==> src/rtl/song_player.sv <==
// Auto-play melody sequencer: walks a 4-song note ROM and drives the buzzer, LEDs and song index.
// Each note is FETCH (1 cycle), PLAY, then a silent GAP; pause freezes timing, enable=0 aborts.
module song_player #(
    parameter int BEAT_CYCLES = 12_500_000,
    parameter int GAP_CYCLES  = 1_250_000
) (
    input  logic       clk,
    input  logic       reset,
    input  logic       enable,
    input  logic       pause,
    input  logic [1:0] song_select,
    output logic [3:0] note,
    output logic [1:0] octave_auto,
    output logic [6:0] led,
    output logic [3:0] song_num,
    output logic       playing,
    output logic       song_done
);

    localparam int         CNT_W    = $clog2(8 * BEAT_CYCLES + 1);
    localparam logic [3:0] NT_END   = 4'hF;
    localparam logic [7:0] TERM     = {2'd0, NT_END, 2'd0};
    localparam logic [CNT_W-1:0] GAP_LAST = CNT_W'(GAP_CYCLES - 1);

    typedef enum logic [2:0] {IDLE, FETCH, PLAY, GAP, DONE} state_t;

    state_t           state;
    logic [5:0]       addr;
    logic [CNT_W-1:0] cnt;
    logic [1:0]       select_prev;
    logic [3:0]       cur_nt;

    logic       next_edge;
    logic       prev_edge;
    logic       song_change;
    logic [1:0] next_song;
    logic [7:0] entry;

    // Entry layout {oct[1:0], nt[3:0], dur[1:0]}; a note lasts (1<<dur) beats.
    function automatic logic [7:0] rom_entry(input logic [1:0] song, input logic [5:0] idx);
        case (song)
            2'd0: begin
                case (idx)
                    6'd0:    rom_entry = {2'd1, 4'd1, 2'd0};
                    6'd1:    rom_entry = {2'd1, 4'd1, 2'd0};
                    6'd2:    rom_entry = {2'd1, 4'd5, 2'd0};
                    6'd3:    rom_entry = {2'd1, 4'd5, 2'd0};
                    6'd4:    rom_entry = {2'd1, 4'd6, 2'd0};
                    6'd5:    rom_entry = {2'd1, 4'd6, 2'd0};
                    6'd6:    rom_entry = {2'd1, 4'd5, 2'd1};
                    6'd7:    rom_entry = {2'd1, 4'd4, 2'd0};
                    6'd8:    rom_entry = {2'd1, 4'd4, 2'd0};
                    6'd9:    rom_entry = {2'd1, 4'd3, 2'd0};
                    6'd10:   rom_entry = {2'd1, 4'd3, 2'd0};
                    6'd11:   rom_entry = {2'd1, 4'd2, 2'd0};
                    6'd12:   rom_entry = {2'd1, 4'd2, 2'd0};
                    6'd13:   rom_entry = {2'd1, 4'd1, 2'd1};
                    default: rom_entry = TERM;
                endcase
            end
            2'd1: begin
                case (idx)
                    6'd0:    rom_entry = {2'd2, 4'd3, 2'd1};
                    6'd1:    rom_entry = {2'd2, 4'd0, 2'd0};
                    6'd2:    rom_entry = {2'd2, 4'd5, 2'd2};
                    6'd3:    rom_entry = {2'd1, 4'd7, 2'd0};
                    6'd4:    rom_entry = {2'd2, 4'd1, 2'd3};
                    default: rom_entry = TERM;
                endcase
            end
            // Song 2 fills all 64 slots with a rising scale, so it ends by address exhaustion.
            2'd2: rom_entry = {idx[5:4], 4'(idx % 6'd7) + 4'd1, 2'd0};
            default: begin
                case (idx)
                    6'd0:    rom_entry = {2'd1, 4'd1, 2'd0};
                    6'd1:    rom_entry = {2'd2, 4'd7, 2'd1};
                    default: rom_entry = TERM;
                endcase
            end
        endcase
    endfunction

    function automatic logic [6:0] one_hot(input logic [3:0] n);
        if (n >= 4'd1 && n <= 4'd7) one_hot = 7'd1 << (n - 4'd1);
        else                        one_hot = 7'd0;
    endfunction

    // PLAY counts down to zero, so it is loaded with its length minus one.
    function automatic logic [CNT_W-1:0] play_last(input logic [1:0] dur);
        case (dur)
            2'd0:    play_last = CNT_W'(BEAT_CYCLES - GAP_CYCLES - 1);
            2'd1:    play_last = CNT_W'(2 * BEAT_CYCLES - GAP_CYCLES - 1);
            2'd2:    play_last = CNT_W'(4 * BEAT_CYCLES - GAP_CYCLES - 1);
            default: play_last = CNT_W'(8 * BEAT_CYCLES - GAP_CYCLES - 1);
        endcase
    endfunction

    assign next_edge   = song_select[0] & ~select_prev[0];
    assign prev_edge   = song_select[1] & ~select_prev[1];
    assign song_change = next_edge ^ prev_edge;
    assign next_song   = next_edge ? song_num[1:0] + 2'd1 : song_num[1:0] + 2'd3;
    assign entry       = rom_entry(song_num[1:0], addr);

    always_ff @(posedge clk) begin
        if (reset) begin
            state       <= IDLE;
            addr        <= 6'd0;
            cnt         <= '0;
            select_prev <= 2'b00;
            cur_nt      <= 4'd0;
            note        <= 4'd0;
            octave_auto <= 2'd0;
            led         <= 7'd0;
            song_num    <= 4'd0;
            playing     <= 1'b0;
            song_done   <= 1'b0;
        end else begin
            select_prev <= song_select;
            song_done   <= 1'b0;
            if (song_change) song_num <= {2'b00, next_song};

            if (!enable) begin
                state   <= IDLE;
                addr    <= 6'd0;
                cnt     <= '0;
                note    <= 4'd0;
                led     <= 7'd0;
                playing <= 1'b0;
            end else if (song_change || state == IDLE) begin
                // Start (or restart) at the first entry; song_num is already the new one next cycle.
                state   <= FETCH;
                addr    <= 6'd0;
                cnt     <= '0;
                note    <= 4'd0;
                led     <= 7'd0;
                playing <= 1'b1;
            end else begin
                case (state)
                    FETCH: begin
                        if (entry[5:2] == NT_END) begin
                            state     <= DONE;
                            playing   <= 1'b0;
                            song_done <= 1'b1;
                        end else begin
                            state       <= PLAY;
                            cur_nt      <= entry[5:2];
                            note        <= entry[5:2];
                            octave_auto <= entry[7:6];
                            led         <= one_hot(entry[5:2]);
                            cnt         <= play_last(entry[1:0]);
                        end
                    end
                    PLAY: begin
                        if (pause) begin
                            note <= 4'd0;
                            led  <= 7'd0;
                        end else if (cnt == '0) begin
                            state <= GAP;
                            cnt   <= GAP_LAST;
                            note  <= 4'd0;
                            led   <= 7'd0;
                        end else begin
                            cnt  <= cnt - 1'b1;
                            note <= cur_nt;
                            led  <= one_hot(cur_nt);
                        end
                    end
                    GAP: begin
                        if (!pause) begin
                            if (cnt != '0) begin
                                cnt <= cnt - 1'b1;
                            end else if (addr == 6'd63) begin
                                state     <= DONE;
                                playing   <= 1'b0;
                                song_done <= 1'b1;
                            end else begin
                                state <= FETCH;
                                addr  <= addr + 6'd1;
                            end
                        end
                    end
                    DONE: begin
                        note    <= 4'd0;
                        led     <= 7'd0;
                        playing <= 1'b0;
                    end
                    default: state <= IDLE;
                endcase
            end
        end
    end

endmodule

==> config.mk <==
export PLATFORM = sky130hd
export DESIGN_NAME = song_player
export DESIGN_NICKNAME = d
export VERILOG_FILES = /design/src/rtl/song_player.sv
export SDC_FILE = /design/constraint.sdc
export NUM_CORES = 1
export LEC_CHECK = 0
export CELL_PAD_IN_SITES_DETAIL_PLACEMENT = 1
export CELL_PAD_IN_SITES_GLOBAL_PLACEMENT = 1
export CORE_MARGIN = 4
export CORE_UTILIZATION = 45
export DETAILED_ROUTE_END_ITERATION = 10
export PLACE_DENSITY_LB_ADDON = 0.08
export SYNTH_ARGS = -nofsm -noshare
export SYNTH_HDL_FRONTEND = slang
export SYNTH_SLANG_ARGS = --single-unit
export TNS_END_PERCENT = 10
==> constraint.sdc <==
create_clock -name clk -period 6.85 [get_ports clk]
set_clock_uncertainty 0.1 [all_clocks]
set_input_delay 1.37 -clock clk [delete_from_list [all_inputs] [get_ports clk]]
set_output_delay 1.37 -clock clk [all_outputs]
set_load 0.1 [all_outputs]
==> results.cfg, run 1 <==
[grt]
use_met3_pct = 4.44
track_usage_pct = 25.0
use_met2_pct = 41.3
grt-ovfl-total = 0
grt_use_met1_pct = 33.5
grt_max_degree = 39
top_usage_layer = met2
grt_pass1_wl_mm = 23.7
grt_pass1_vias = 4639
antenna_found_initial = 0

[detailed_routing]
via_per_inst = 6.17
drt_iter0_drc = 248
vias = 4637
wl_per_cell_um = 18.5
totalWireLength_mm = 13.9
drc = 0
dr.pass1.iters = 4
drtAntennaViolNets = 0

[logic_synthesis]
seq_area_frac_synth_pct = 28.5
yosys_warnings = 0
synth_top_area_cell = dfxtp_1
ys_dominant_reg_cell = dfxtp_1
synth_top_area_share_pct = 28.5
synth_seq_cells = 65
synth-edff-count = 0
postSynth.asyncResetShare_pct = 0
synth_top_cells_by_area = dfxtp_1, nor2_1, a21oi_1
synth_cell_types = 74
syn_area_mm2 = 0.00457
synth_cells = 611
synth.avg_cell_area_um2 = 7.48

[clocking]
clockBufferDepth = 2
cts_made_buffers = 9
cts_tree = built
clockRootBuffer = clkbuf_8
clk_pin_slew_ns = 0.09
cts_setup_buffers = 0
htreeDepth = 3
cts-resized-gates = 0
cts_hold_buf = 0
clkLatencyLatePin_ns = 0.37
cts_sinks = 65

[placed_design]
numPortBuffers = 22
dpl_cell_area_mm2 = 0.00483
gp_congestion = 0.846
hpwlAfterDp_mm = 10.1

[sta]
tns_ns = 0
fin_crit_sh_pct = 90.0
worstMarginPinSlew_ns = 1.19
timing.final.max_slew_violations = 0
fmax_mhz = 162
relSlewSlack_pct = 20.4
final_hold_viol_count = 0
grt_setup_unrepaired = no
period_minus_slack_ns = 6.16
finalSetupViolCount = 0

[power_and_ir_drop]
power.leakage_nw = 1.78
netSwitchingFraction_pct = 31.8
p_per_area_mw_per_mm2 = 184
seqPwrFrac_pct = 42.8
pwr-share-comb_pct = 16.0
power_frac_clock_pct = 41.1
ir_drop_mv = 0.120
power.total_mw = 0.933
internal_power_mw = 0.636
p_sw_mw = 0.297

[setup_path]
r2r.worst_path.cells = 23
critical_path_class = reg -> reg
end_kind = flip-flop
r2r_setup_slack_ns = 0.69
crit_end = cnt[13]$_SDFFE_PP0P_
cp.arrival_ns = 6.33
cp-start-kind = flip-flop
cp_max_fo = 38
reg2reg_from = addr[3]$_SDFFE_PP0P_
required_ns = 7.02
cp-startpoint = addr[3]$_SDFFE_PP0P_
timing.rr.end = cnt[13]$_SDFFE_PP0P_

[die]
dieArea_mm2 = 0.0118
core_area_mm2 = 0.00982
fp.dieH_um = 109
row_count = 36
io_pins = 25
initial_core_util_pct = 46.5
die_x_um = 109

[cells_and_area]
multi_input_area_mm2 = 0.00303
area_growth_pct = 10.6
nNetsFinal = 634
ff_latch_area_mm2 = 0.00130
final_core_util_pct = 51.5
fillers = 1271
drive_gt1_share_pct = 7.59
antenna_cells = 0
final_cell_area_mm2 = 0.00506

[worst_hold_path]
worstHoldPathCells = 2
holdCritPathClass = reg -> reg

[flow_run]
cap_violations = 0

[status]
status = complete, no violations
cells in the final DEF, fill, tap and decap left out, types with 4 or more instances in the layout:
| master | instances |
|---|---|
| nor2_1 | 78 |
| dfxtp_1 | 64 |
| nand2_1 | 57 |
| a21oi_1 | 52 |
| o21ai_0 | 39 |
| clkdlybuf4s50_1 | 22 |
| inv_1 | 18 |
| nor3_1 | 18 |
| nand3_1 | 16 |
| nand2b_1 | 14 |
| o21ai_1 | 13 |
| ha_1 | 13 |
| nor2b_1 | 12 |
| nor4_1 | 11 |
| mux2i_1 | 11 |
| a32o_1 | 11 |
| a211oi_1 | 11 |
| clkbuf_8 | 9 |
| or3_1 | 8 |
| xnor2_1 | 8 |
| a31oi_1 | 8 |
| a311oi_1 | 6 |
| nand4_1 | 6 |
| and3_1 | 6 |
| or2_2 | 6 |
| buf_4 | 6 |
| nor3b_1 | 5 |
| a211o_1 | 5 |
| o21a_1 | 4 |
| o211ai_1 | 4 |
| o22ai_1 | 4 |
| nand3b_1 | 4 |
kinds of logic (layout without fill, tap and decap cells):
group	count (synthesis)	in the layout	share of synthesized area [%]
AND/OR/NAND/NOR	263	263	29.5
AO/OA/AOI/OAI	190	190	27.7
other	1	2	0.0820
multiplexers	13	13	2.98
flip-flops	65	65	28.5
buffers and inverters	55	62	5.50
adder cells (fa/ha/maj)	14	14	3.83
XOR/XNOR	10	10	1.92
state kept, by name (all words and copies together) (netlist names), named ones only:
register	cells
song_done	1
cur_nt	4
led	7
playing	1
octave_auto	2
addr	6
state	3
note	4
select_prev	2
song_num	2
cnt	27
worst min path at each step:
stage	startpoint	endpoint	slack (ns)
floorplan	cnt[25]$_SDFFE_PP0P_	cnt[25]$_SDFFE_PP0P_	0.33
global placement	cnt[25]$_SDFFE_PP0P_	cnt[25]$_SDFFE_PP0P_	0.35
detailed placement	cnt[25]$_SDFFE_PP0P_	cnt[25]$_SDFFE_PP0P_	0.36
CTS	cnt[25]$_SDFFE_PP0P_	cnt[25]$_SDFFE_PP0P_	0.38
global route	cnt[19]$_SDFFE_PP0P_	cnt[19]$_SDFFE_PP0P_	0.42
finish	cnt[25]$_SDFFE_PP0P_	cnt[25]$_SDFFE_PP0P_	0.38
per-stage QoR:
step                      std cells  setup WS (ns)  hold WS (ns)
after global placement          736          0.889         0.352
final                           752          0.685         0.379
after detailed placement        736          0.547         0.359
after global routing            752         0.0855         0.424
after CTS                       752          0.546         0.382
after floorplan                 612           1.76         0.332
power groups by stage:
stage	Clock (mW)	Combinational (mW)	Sequential [mW]
global route	0.408	0.162	0.402
global placement	0	0.145	0.407
finish	0.384	0.150	0.399
CTS	0.389	0.149	0.399
detailed placement	0	0.148	0.408
floorplan	0	0.101	0.418
synthesized netlist by cell type, types with 3 or more instances:
cell type,instances
ha_1,14
a211o_1,5
nand2_1,57
buf_4,6
mux2i_1,11
o21a_1,4
dfxtp_1,65
buf_2,6
a21oi_1,52
nor4_1,12
a211oi_1,11
a311oi_1,6
or3_1,8
o32ai_1,3
nor2b_1,12
clkbuf_1,21
or2_2,6
nor3b_1,5
o22ai_1,4
a32o_1,11
nand4_1,6
nand2b_1,14
inv_1,18
nand3_1,16
and3_1,6
xnor2_1,8
a31o_2,3
or4_1,3
a21o_1,3
nor2_1,78
a31oi_1,8
o211ai_1,4
o21ai_1,13
nand3b_1,4
nor3_1,18
o21ai_0,39
layer usage:
| layer | up-vias | wire length (µm) |
|---|---|---|
| li1 | 2258 | - |
| met5 | - | 0 |
| met4 | 0 | 200 |
| met2 | 97 | 6640 |
| met1 | 2261 | 6460 |
| met3 | 21 | 628 |
area by class of cell:
cell class | instances | area share [%]
clock inverters | 7 | 1.98
clock buffers | 9 | 2.45
multi-input cells | 492 | 59.9
well taps | 133 | 3.29
flip-flops and latches | 65 | 25.8
repair buffers | 28 | 5.25
inverters | 18 | 1.34
worst max-delay path, cell delays in order (launching register included):
cell,delay (ns)
dfxtp_1,0.60
ha_2,0.41
nor2b_1,0.07
o22ai_1,0.15
a31oi_1,0.06
buf_4,0.20
ha_1,0.24
o21a_1,0.19
nor3_4,0.40
xnor2_1,0.22
ha_1,0.33
nand2_1,0.11
mux2i_1,0.22
nor2_1,0.12
mux2_2,0.30
ha_1,0.31
a21oi_1,0.20
o21ai_0,0.23
a221o_1,0.50
o211ai_1,0.15
o21a_1,0.14
buf_4,0.35
o21ai_0,0.18
a32o_1,0.28
No activity file was read; power rests on OpenSTA's default activity.
==> run 2, diff against run 1 <==
--- a/config.mk
+++ b/config.mk
@@ -10,7 +10,7 @@
 export CORE_MARGIN = 4
 export CORE_UTILIZATION = 45
 export DETAILED_ROUTE_END_ITERATION = 10
-export PLACE_DENSITY_LB_ADDON = 0.08
+export PLACE_DENSITY_LB_ADDON = 0.2
 export SYNTH_ARGS = -nofsm -noshare
 export SYNTH_HDL_FRONTEND = slang
 export SYNTH_SLANG_ARGS = --single-unit
==> results.cfg, run 2 (synthesis gave the netlist of run 1 again) <==
[status]
status = complete, no violations

[power_and_ir_drop]
ir_drop_mv = 0.107
p_per_area_mw_per_mm2 = 185
power.total_mw = 0.933
power.leakage_nw = 1.77

[setup_path]
cp-start-kind = flip-flop
slowest_delay_ns = 0.65
r2r_setup_slack_ns = 0.54
reg2reg_from = addr[4]$_SDFFE_PP0P_
cp_slowest_cell = dfxtp_1
cp_max_fo = 38
r2r.worst_path.cells = 22
crit_chain = ha_2, inv_1, o21ai_0, a31oi_1, ha_1, o21a_1, nor3_4, xnor2_1, ha_1, nand2_1, mux2i_1, nor2_1, mux2_2, ha_1, a21oi_1, o21ai_0, a221o_1, o211ai_1, o21a_1, buf_4, o21ai_0, a32o_1
required_ns = 7.01
timing.rr.end = cnt[13]$_SDFFE_PP0P_
end_kind = flip-flop
critical_path_class = reg -> reg
crit_end = cnt[13]$_SDFFE_PP0P_
cp-startpoint = addr[4]$_SDFFE_PP0P_
cp.arrival_ns = 6.47

[grt]
grt_pass1_vias = 4661
track_usage_pct = 24.2
grt-ovfl-total = 0
grt_max_degree = 39
antenna_found_initial = 0
grt_pass1_wl_mm = 23.1

[detailed_routing]
dr.pass1.iters = 5
vias = 4637
drt_iter0_drc = 254
drtAntennaViolNets = 0
totalWireLength_mm = 13.6
via_per_inst = 6.18
wl_per_cell_um = 18.1
drc = 0

[die]
fp.dieH_um = 109
die_x_um = 109
core_area_mm2 = 0.00982
initial_core_util_pct = 46.5
row_count = 36
io_pins = 25
dieArea_mm2 = 0.0118

[flow_run]
cap_violations = 0

[clocking]
cts_hold_buf = 0
clk_pin_slew_ns = 0.08
clkLatencyLatePin_ns = 0.36
cts_made_buffers = 9
clockRootBuffer = clkbuf_8
htreeDepth = 3
cts_sinks = 65
cts_tree = built
clockBufferDepth = 2

[sta]
relSlewSlack_pct = 19.6
worstMarginPinSlew_ns = 1.20
grt_setup_unrepaired = no
fin_crit_sh_pct = 92.2
period_minus_slack_ns = 6.31
final_hold_viol_count = 0
tns_ns = 0
fmax_mhz = 158
finalSetupViolCount = 0
timing.final.max_slew_violations = 0

[cells_and_area]
layout_commonest_cell = nor2_1
antenna_cells = 0
drive_gt1_share_pct = 7.29
largest_reg_flops = 27
fillers = 1278
top_regs = cnt x27, led x7, addr x6
multi_input_area_mm2 = 0.00303
final_cell_mix = nor2_1, dfxtp_1, nand2_1, a21oi_1, o21ai_0
nNetsFinal = 632
largest-register = cnt
area_growth_pct = 10.4
ff_latch_area_mm2 = 0.00130

[placed_design]
numPortBuffers = 22
hpwlAfterDp_mm = 9.91
gp_congestion = 0.893

[worst_hold_path]
holdCritPathClass = reg -> reg
run 2: changes by cell type in the layout (fill, tap and decap cells not counted), sizes merged:
cell / change
clkinv: +1
inv: -1
buf: -2
run 2: how the worst min path moves through the flow:
stage	depth (start not counted)	from	slack [ns]	to
4_1_cts	2	cnt[25]$_SDFFE_PP0P_	0.38	cnt[25]$_SDFFE_PP0P_
3_5_place_dp	2	cnt[25]$_SDFFE_PP0P_	0.37	cnt[25]$_SDFFE_PP0P_
2_1_floorplan	2	cnt[25]$_SDFFE_PP0P_	0.33	cnt[25]$_SDFFE_PP0P_
3_3_place_gp	2	cnt[25]$_SDFFE_PP0P_	0.35	cnt[25]$_SDFFE_PP0P_
5_1_grt	2	cnt[25]$_SDFFE_PP0P_	0.38	cnt[25]$_SDFFE_PP0P_
6_report	2	cnt[25]$_SDFFE_PP0P_	0.38	cnt[25]$_SDFFE_PP0P_
run 2: where the power goes:
group | internal, mW | switching, mW | leakage [nW]
clock network | 0.209 | 0.175 | 0.116
registers | 0.383 | 0.0107 | 0.526
logic | 0.0445 | 0.110 | 1.13
run 2: final cells by class:
class	instances	share of cell area [%]
tap	133	3.30
clock inverter	7	2.03
timing repair buffer	26	4.96
inverter	18	1.34
clock buffer	9	2.45
sequential	65	25.8
multi-input combinational	492	60.1
run 2: critical path, delay by kind of cell, from the launching register on:
kind	cells	cell delay, ns
buffers and inverters	2	0.44
adder cells (fa/ha/maj)	4	1.41
AO/OA/AOI/OAI	10	2.47
XOR/XNOR	1	0.24
multiplexers	2	0.53
flip-flops	1	0.65
AND/OR/NAND/NOR	3	0.35
run 2: metrics by stage:
stage          area (µm²)  instances  worst slack (ns)  util (%)  hold WS, ns
3_5_place_dp         4810        734             0.463      49.0        0.367
2_1_floorplan        4570        612              1.76         -        0.332
3_3_place_gp         4810        734             0.860      49.0        0.349
4_1_cts              5040        750             0.438      51.3        0.376
5_1_grt              5050        750            0.0338      51.4        0.383
6_report             5050        750             0.536      51.4        0.376
run 2: routing by layer:
metal  up-vias  routed length [µm]  global-route usage, %
met4         0                 318                   9.56
met5         -                   0                      0
li1       2252                   -                      -
met3        29                 631                   3.61
met2       111                6350                   40.1
met1      2245                6280                   31.8
run 2: repair_timing:
item | in CTS | in global routing
setup buffers | 0 | 0
endpoints found under the setup margin | 0 | 14
resized for setup | 0 | 2
==> run 3, diff against run 2 <==
--- a/config.mk
+++ b/config.mk
@@ -11,6 +11,7 @@
 export CORE_UTILIZATION = 45
 export DETAILED_ROUTE_END_ITERATION = 10
 export PLACE_DENSITY_LB_ADDON = 0.2
+export SETUP_SLACK_MARGIN = 0.02
 export SYNTH_ARGS = -nofsm -noshare
 export SYNTH_HDL_FRONTEND = slang
 export SYNTH_SLANG_ARGS = --single-unit
==> results of run 3 <==
No change in the layout: final DEF, timing and power equal those of run 2.
